`config.mk`:
```
export PLATFORM = sky130hd
export DESIGN_NAME = kij_sequencer
export DESIGN_NICKNAME = d
export VERILOG_FILES = /design/src/rtl/corelet_pkg.sv /design/src/rtl/aw_addr_gen.sv /design/src/rtl/kij_sequencer.sv
export SDC_FILE = /design/constraint.sdc
export NUM_CORES = 1
export LEC_CHECK = 0
export CAP_MARGIN = 0
export CORE_MARGIN = 4
export CORE_UTILIZATION = 56
export DETAILED_ROUTE_END_ITERATION = 7
export GPL_TIMING_DRIVEN = 0
export PLACE_DENSITY = 0.83
export SYNTH_ARGS = -nofsm -noshare
export SYNTH_HDL_FRONTEND = slang
export SYNTH_SLANG_ARGS = --single-unit
export TNS_END_PERCENT = 50
```
`constraint.sdc`:
```
create_clock -name clk -period 6 [get_ports clk]
set_clock_uncertainty 0.2 [all_clocks]
set_input_delay 1.2 -clock clk [delete_from_list [all_inputs] [get_ports clk]]
set_output_delay 1.2 -clock clk [all_outputs]
set_load 0.02 [all_outputs]
```
`src/rtl/corelet_pkg.sv`:
```
// corelet_pkg: sequencer state, array instruction
// codes and default corelet geometry.
package corelet_pkg;

  typedef enum logic [2:0] {
    IDLE,
    W_LOAD,
    W_SHIFT,
    A_LOAD,
    A_EXEC,
    DRAIN,
    CLEAR,
    DONE
  } seq_state_t;

  localparam logic [1:0] INST_IDLE  = 2'b00;
  localparam logic [1:0] INST_KLOAD = 2'b01;
  localparam logic [1:0] INST_EXEC  = 2'b10;

  localparam int DEF_ROW    = 8;
  localparam int DEF_COL    = 8;
  localparam int DEF_NKIJ   = 9;
  localparam int DEF_NACT   = 36;
  localparam int DEF_A_BASE = 72;

  function automatic int cnt_span(
    input int row,
    input int kflush,
    input int nact
  );
    return (nact + 1 > row + kflush) ?
      nact + 1 : row + kflush;
  endfunction

endpackage

```
`src/rtl/aw_addr_gen.sv`:
```
// aw_addr_gen: AW SRAM address and chip enable
// for weight and activation fetch phases.
module aw_addr_gen
  import corelet_pkg::*;
#(
  parameter int ROW    = DEF_ROW,
  parameter int NACT   = DEF_NACT,
  parameter int A_BASE = DEF_A_BASE,
  parameter int AW_AW  = 7,
  parameter int CW     = 6
) (
  input  seq_state_t       state,
  input  logic [3:0]       kij,
  input  logic [CW-1:0]    cnt,
  output logic [AW_AW-1:0] aw_addr,
  output logic             aw_cen_n
);

  always_comb begin
    aw_addr  = '0;
    aw_cen_n = 1'b1;
    unique case (1'b1)
      state == W_LOAD && cnt < CW'(ROW): begin
        aw_cen_n = 1'b0;
        aw_addr  = AW_AW'(int'(kij) * ROW
                   + int'(cnt));
      end
      state == A_LOAD && cnt < CW'(NACT): begin
        aw_cen_n = 1'b0;
        aw_addr  = AW_AW'(A_BASE + int'(cnt));
      end
      default: ;
    endcase
  end

endmodule

```
`src/rtl/kij_sequencer.sv`:
```
// kij_sequencer: per-kij weight load, activation
// stream and ofifo drain control for the corelet.
module kij_sequencer
  import corelet_pkg::*;
#(
  parameter int ROW    = DEF_ROW,
  parameter int COL    = DEF_COL,
  parameter int NKIJ   = DEF_NKIJ,
  parameter int NACT   = DEF_NACT,
  parameter int A_BASE = DEF_A_BASE,
  parameter int KFLUSH = DEF_ROW + DEF_COL,
  parameter int AW_AW  = 7,
  parameter int OP_AW  = 9
) (
  input  logic             clk,
  input  logic             reset,
  input  logic             seq_begin,
  output logic             seq_done,
  output logic             busy,
  output logic [AW_AW-1:0] aw_addr,
  output logic             aw_cen,
  output logic             aw_wen,
  output logic             l0_wr,
  output logic             l0_rd,
  input  logic             l0_full,
  output logic [1:0]       inst_w,
  output logic             weight_clr,
  input  logic             ofifo_valid,
  output logic             ofifo_rd,
  output logic [OP_AW-1:0] op_addr,
  output logic             op_wr,
  output logic             acc_en,
  output logic [3:0]       kij,
  output logic             err
);

  localparam int CW  =
    $clog2(cnt_span(ROW, KFLUSH, NACT) + 1);
  localparam int OCW = $clog2(NACT + 1);

  if (NKIJ < 1 || NKIJ > 16 || ROW < 1 ||
      COL < 1 || NACT < 1 || KFLUSH < 1 ||
      (1 << OP_AW) < NACT) begin : g_bad_param
    $error("kij_sequencer: illegal parameters");
  end

  seq_state_t       state_q, state_n;
  logic [CW-1:0]    cnt_q, cnt_n;
  logic [3:0]       kij_q, kij_n;
  logic [OCW-1:0]   oc_q, oc_n;
  logic             pop;
  logic [1:0]       inst_n;
  logic             l0_rd_n, clr_n;
  logic [AW_AW-1:0] addr_n;
  logic             cen_n;

  // pop is same-cycle with ofifo_valid so
  // back-to-back rows drain one per cycle
  assign pop = ofifo_valid
             && oc_q < OCW'(NACT)
             && (state_q == A_EXEC
              || state_q == DRAIN);

  assign ofifo_rd = pop;
  assign op_wr    = pop;
  assign op_addr  = OP_AW'(oc_q);
  assign kij      = kij_q;
  assign aw_wen   = 1'b1;

  always_comb begin
    state_n = state_q;
    cnt_n   = cnt_q + CW'(1);
    kij_n   = kij_q;
    oc_n    = pop ? oc_q + OCW'(1) : oc_q;
    unique case (state_q)
      IDLE: begin
        cnt_n = '0;
        if (seq_begin) begin
          state_n = W_LOAD;
          kij_n   = '0;
          oc_n    = '0;
        end
      end
      W_LOAD:
        if (cnt_q == CW'(ROW)) begin
          state_n = W_SHIFT;
          cnt_n   = '0;
        end
      W_SHIFT:
        if (cnt_q == CW'(ROW + KFLUSH - 1)) begin
          state_n = A_LOAD;
          cnt_n   = '0;
        end
      A_LOAD:
        if (cnt_q == CW'(NACT)) begin
          state_n = A_EXEC;
          cnt_n   = '0;
        end
      A_EXEC:
        if (cnt_q == CW'(NACT - 1)) begin
          state_n = DRAIN;
          cnt_n   = '0;
        end
      DRAIN: begin
        cnt_n = '0;
        if (oc_q == OCW'(NACT))
          state_n = CLEAR;
      end
      CLEAR: begin
        cnt_n = '0;
        if (kij_q == 4'(NKIJ - 1)) begin
          state_n = DONE;
        end else begin
          state_n = W_LOAD;
          kij_n   = kij_q + 4'd1;
          oc_n    = '0;
        end
      end
      DONE: begin
        cnt_n   = '0;
        state_n = IDLE;
        kij_n   = '0;
      end
      default: state_n = IDLE;
    endcase
  end

  always_comb begin
    inst_n  = INST_IDLE;
    l0_rd_n = 1'b0;
    clr_n   = 1'b0;
    unique case (1'b1)
      state_n == W_SHIFT
        && cnt_n < CW'(ROW): begin
        inst_n  = INST_KLOAD;
        l0_rd_n = 1'b1;
      end
      state_n == A_EXEC: begin
        inst_n  = INST_EXEC;
        l0_rd_n = 1'b1;
      end
      state_n == CLEAR: clr_n = 1'b1;
      default: ;
    endcase
  end

  aw_addr_gen #(
    .ROW    (ROW),
    .NACT   (NACT),
    .A_BASE (A_BASE),
    .AW_AW  (AW_AW),
    .CW     (CW)
  ) u_addr (
    .state    (state_n),
    .kij      (kij_n),
    .cnt      (cnt_n),
    .aw_addr  (addr_n),
    .aw_cen_n (cen_n)
  );

  always_ff @(posedge clk or posedge reset) begin
    if (reset) begin
      state_q    <= IDLE;
      cnt_q      <= '0;
      kij_q      <= '0;
      oc_q       <= '0;
      aw_addr    <= '0;
      aw_cen     <= 1'b1;
      l0_wr      <= 1'b0;
      l0_rd      <= 1'b0;
      inst_w     <= INST_IDLE;
      weight_clr <= 1'b0;
      seq_done   <= 1'b0;
      busy       <= 1'b0;
      acc_en     <= 1'b0;
      err        <= 1'b0;
    end else begin
      state_q    <= state_n;
      cnt_q      <= cnt_n;
      kij_q      <= kij_n;
      oc_q       <= oc_n;
      aw_addr    <= addr_n;
      aw_cen     <= cen_n;
      l0_wr      <= ~aw_cen;
      l0_rd      <= l0_rd_n;
      inst_w     <= inst_n;
      weight_clr <= clr_n;
      seq_done   <= state_n == DONE;
      busy       <= state_n != IDLE;
      acc_en     <= kij_n != 4'd0;
      err        <= err | (l0_wr & l0_full);
    end
  end

endmodule

```
Word-level counts from Yosys, hierarchy flattened
Cells that the tools add are included.
Word-level totals
  flip-flop bits (word level): 36
  bits in latches: 0
  memory bits (writable): 0
  ROM bits: 0
  bits of input ports: 5
  output and inout bits: 33
  logic and storage cells: 81
  memories: 0
Cells by class
  $add $sub $neg: 5
  multipliers: 0
  divide/modulo/power cells: 0
  $lt $le $gt $ge: 3
  eq/ne operators: 19
  shift-type cells: 0
  multiplexer cells: 25
  bitwise operators: 3
  reduce and logical (&&, ||, !) cells: 12
Operator list (number)
  two-way mux 6 bit: 7
  one-hot mux 6 bit (5 select lines): 1
  one-hot mux 3 bit (8 select lines): 1
  equality test 3 bit (second input constant): 7
  two-way mux 3 bit: 7
  equality test 6 bit (second input constant): 3
  one-hot mux 7 bit (2 select lines): 1
  adder 6 x 1 -> 6 bit (second input constant): 2
  equality test 3 x 2 -> 1 bit (second input constant): 4
  < comparator 6 bit (second input constant): 2
  one-hot mux 4 bit (3 select lines): 1
  one-hot mux 6 bit (2 select lines): 1
  two-way mux 4 bit: 2
  adder 7 x 6 -> 7 bit: 1
  adder 7 x 6 -> 7 bit (first input constant): 1
  equality test 3 x 1 -> 1 bit (second input constant): 2
  equality test 6 x 4 -> 1 bit (second input constant): 1
  equality test 6 x 5 -> 1 bit (second input constant): 1
  < comparator 6 x 4 -> 1 bit (second input constant): 1
  logical AND 1 bit: 5
  adder 4 x 1 -> 4 bit (second input constant): 1
  equality test 4 bit (second input constant): 1
  one-hot mux 2 bit (2 select lines): 1
  nonzero test 4 bit: 1
  other kinds (9): 12

Longest topological paths before layout
  word-level depth: 7
  depth in mapped cells: 13
  gate-level depth less buffers: 13

By module
Synthesis repeated with hierarchy kept, for this count alone.
Unflattened totals
  cells, all modules: 203
  area total of the unflattened synthesis: 2049.5 um^2
By module, submodules not included
  kij_sequencer: instances 1, cells each 174, area each 1826.8 um^2, seq. area each 902.1 um^2
  aw_addr_gen: instances 1, cells each 29, area each 222.7 um^2, seq. area each 0.0 um^2

Least setup slack after synthesis
No wires, ideal clock.
  path kind: input to output
  start: in ofifo_valid
  end: out op_wr
  data arrival time: 2.098 ns
  data required time: 4.600 ns
  slack: 2.502 ns
  stages: 3
  buffers on the path: 1
  path through: nand3_1 > a21oi_1 > buf_4
On the way
  word-level cells in the longest chain between the ends: 2
RTL lines
  start, declared: line kij_sequencer.sv:28  | input logic ofifo_valid,
  logical AND 1 bit: line kij_sequencer.sv:60  | && oc_q < OCW'(NACT)
  logical AND 1 bit: line kij_sequencer.sv:61  | && (state_q == A_EXEC
  end, declared: line kij_sequencer.sv:31  | output logic op_wr,
Every way passes these cells.

Worst setup path in the final report
Same ends and word-level chain as after synthesis.

==> results.cfg <==
[floorplanning]
initial_core_util_pct = 59.4
die_area_um2 = 4680
coreArea_um2 = 3440
die_h_um = 68.4
rows = 21
fp.dieW_um = 68.4
io_pins = 38

[detailed_routing]
vias = 1555
drt_iter0_markers = 50
drc_errors = 0
wirelength_mm = 4.15
avgRoutedWirePerCell_um = 14.6
drtAntennaViolNets = 0
dr.pass1.iters = 4
vias_per_cell = 5.46

[yosys]
synthFlopType = dfrtp_1
yosys_register_bits = 36
synthTopCellsByArea = dfrtp_1, ha_1, nor2_1
yosysWarnings = 0
synth_edf_count = 0
async_flop_share_pct = 100
synth_area_per_cell_um2 = 10.4
yosysUniqueCellTypes = 60
yosys.area.top_type = dfrtp_1
netlist_instances = 196
seq_area_frac_synth_pct = 44.1
synth_top_area_share_pct = 42.8
synth_area_um2 = 2050

[sta]
hold_viol = 0
hold_ws_ps = 251
worst_slack_ps = 1670
setup_violations = 0
min_period_over_period_pct = 72.2
maxSlewHeadroom_pct = 47.9
setup_tns_ps = 0
period_minus_slack_ps = 4330
rsz0062_at_grt = no
fmax_ghz = 0.231
slew_violations = 0
tightest_slew_ps = 776

[pwr]
vdd_ir_drop_max_v = 0.000301
p_per_area_nw_per_um2 = 394
p_leak_nw = 1.17

[clock_tree]
cts_tree = done
clk_latency_ps = 290
clockBufferDepth = 2
cts_hold_buf = 0
ctsResizeCount = 0
ctsHtreeMaxLevel = 2
path_clk_slew_ps = 70
root_buffer = clkbuf_8
cts_sinks = 36
numCtsBuffers = 5
cts_setup_buffers = 0

[place]
io_buffers = 33
place_worst_setup_slack_ps = 1650
gp_congestion = 0.848
dpl-instance-area_um2 = 2440
placed_cells = 277
hpwl_mm = 3.00

[layout]
nets = 253
drive_above_1_share_pct = 17.2
seq_area_um2 = 902
diodes = 0
fillCellCount = 255
postLayoutCellArea_um2 = 2570
area_growth_pct = 25.5
final_cells = 285
multiInputGateArea_um2 = 1020

[run]
maxCapViolations = 0

[setup_path]
cp-start-kind = primary input
crit_required_ps = 4600
crit_arrival_ps = 2930
path_class = in -> out
worst_setup_path_end_kind = output pin
cp_max_fo = 5

[global_routing]
grt_max_degree = 37
grt.total_usage_pct = 20.3
grt_pass1_wl_mm = 6.96
grt_pass1_vias = 1507
grt_overflow = 0
antenna_found_initial = 0

[outcome]
status = completed

[hold_path]
hold_path.class = reg -> reg
==> power breakdown <==
group	internal (W)	total (W)	leakage (nW)	switching, W
logic	0.000194	0.000456	0.633	0.000262
clock network	0.000146	0.000230	0.0645	0.0000834
registers	0.000295	0.000325	0.473	0.0000304
==> worst paths after layout <==
kind,startpoint,slack (ps),depth (start not counted),endpoint
max,ofifo_valid,1670,5,op_wr
min,aw_cen,250,1,l0_wr
max reg2reg,cnt_q[0],2450,12,aw_addr[6]
min reg2reg,aw_cen,250,1,l0_wr
max in group asynchronous,reset,3980,2,aw_addr[2]
min in group asynchronous,reset,1160,2,state_q[2]
==> area by class of cell <==
cell class	instances	share of cell area (%)
multi-input cells	135	39.8
flip-flops and latches	36	35.1
repair buffers	33	12.9
clock buffers	7	3.75
plain buffers	11	2.73
inverters	16	2.34
well taps	46	2.24
clock inverters	1	1.17
==> stage by stage <==
step | util, % | power (W)
finish | 74.6 | 0.00101
global route | 74.6 | 0.00107
CTS | 74.6 | 0.00102
detailed placement | 70.9 | 0.000784
global placement | 70.9 | 0.000771
floorplan | - | 0.000656
==> cells by family after synthesis <==
family,count (synthesis),share of synthesized area (%)
flops,36,44.1
fa+ha+maj,10,6.48
other cells,2,0.367
simple gates,75,21.7
buf+inv,27,6.36
mux,1,0.489
compound gates,34,15.8
xor+xnor,11,4.71
==> worst max-delay path: stages <==
cell,delay (ps)
clkdlybuf4s50_1,470
nand3_1,110
a21oi_1,390
buf_4,180
clkdlybuf4s50_1,590
==> placed cells by master, fill, tap and decap left out, drive strengths merged, types with 5 or more instances in the layout <==
master / synthesis / final
a21oi: 5 / 5
buf: 11 / 11
clkbuf: 0 / 7
clkdlybuf4s50: 0 / 33
dfrtp: 35 / 35
ha: 9 / 9
inv: 16 / 16
nand2: 8 / 8
nand3: 11 / 11
nor2: 19 / 19
nor2b: 6 / 6
o21ai: 6 / 6
or3: 5 / 5
xnor2: 5 / 5
xor2: 6 / 6
==> synthesized netlist by cell type (all sizes together), types with 2 or more instances <==
| cell | n |
|---|---|
| or3 | 5 |
| o21ai | 6 |
| a311o | 2 |
| nor2 | 19 |
| nand2b | 3 |
| buf | 11 |
| inv | 16 |
| and4 | 2 |
| a21oi | 5 |
| o211ai | 3 |
| nand3 | 11 |
| o21a | 2 |
| nand2 | 8 |
| nor3b | 3 |
| dfrtp | 35 |
| nor2b | 6 |
| a21o | 2 |
| and3 | 2 |
| and2 | 3 |
| or3b | 2 |
| or2 | 2 |
| xor2 | 6 |
| nor3 | 2 |
| ha | 9 |
| conb | 2 |
| xnor2 | 5 |
==> metal layers <==
metal	wire (um)	global-route usage, %	vias to the layer above	part of all wire (%)
met5	0	0	-	0
met4	59	7.94	0	1.4
met3	208	5.58	6	5.0
met2	2000	32.1	34	48
met1	1890	26.3	758	45
li1	-	-	757	-
==> state kept, by name, indices dropped and copies added (netlist names) <==
register,cells
seq_done,1
busy,1
weight_clr,1
acc_en,1
state_q,3
kij,4
aw_addr,7
aw_cen,1
l0_wr,1
oc_q,6
inst_w,2
l0_rd,1
cnt_q,6
err,1
(Power assumes the default switching activity.)
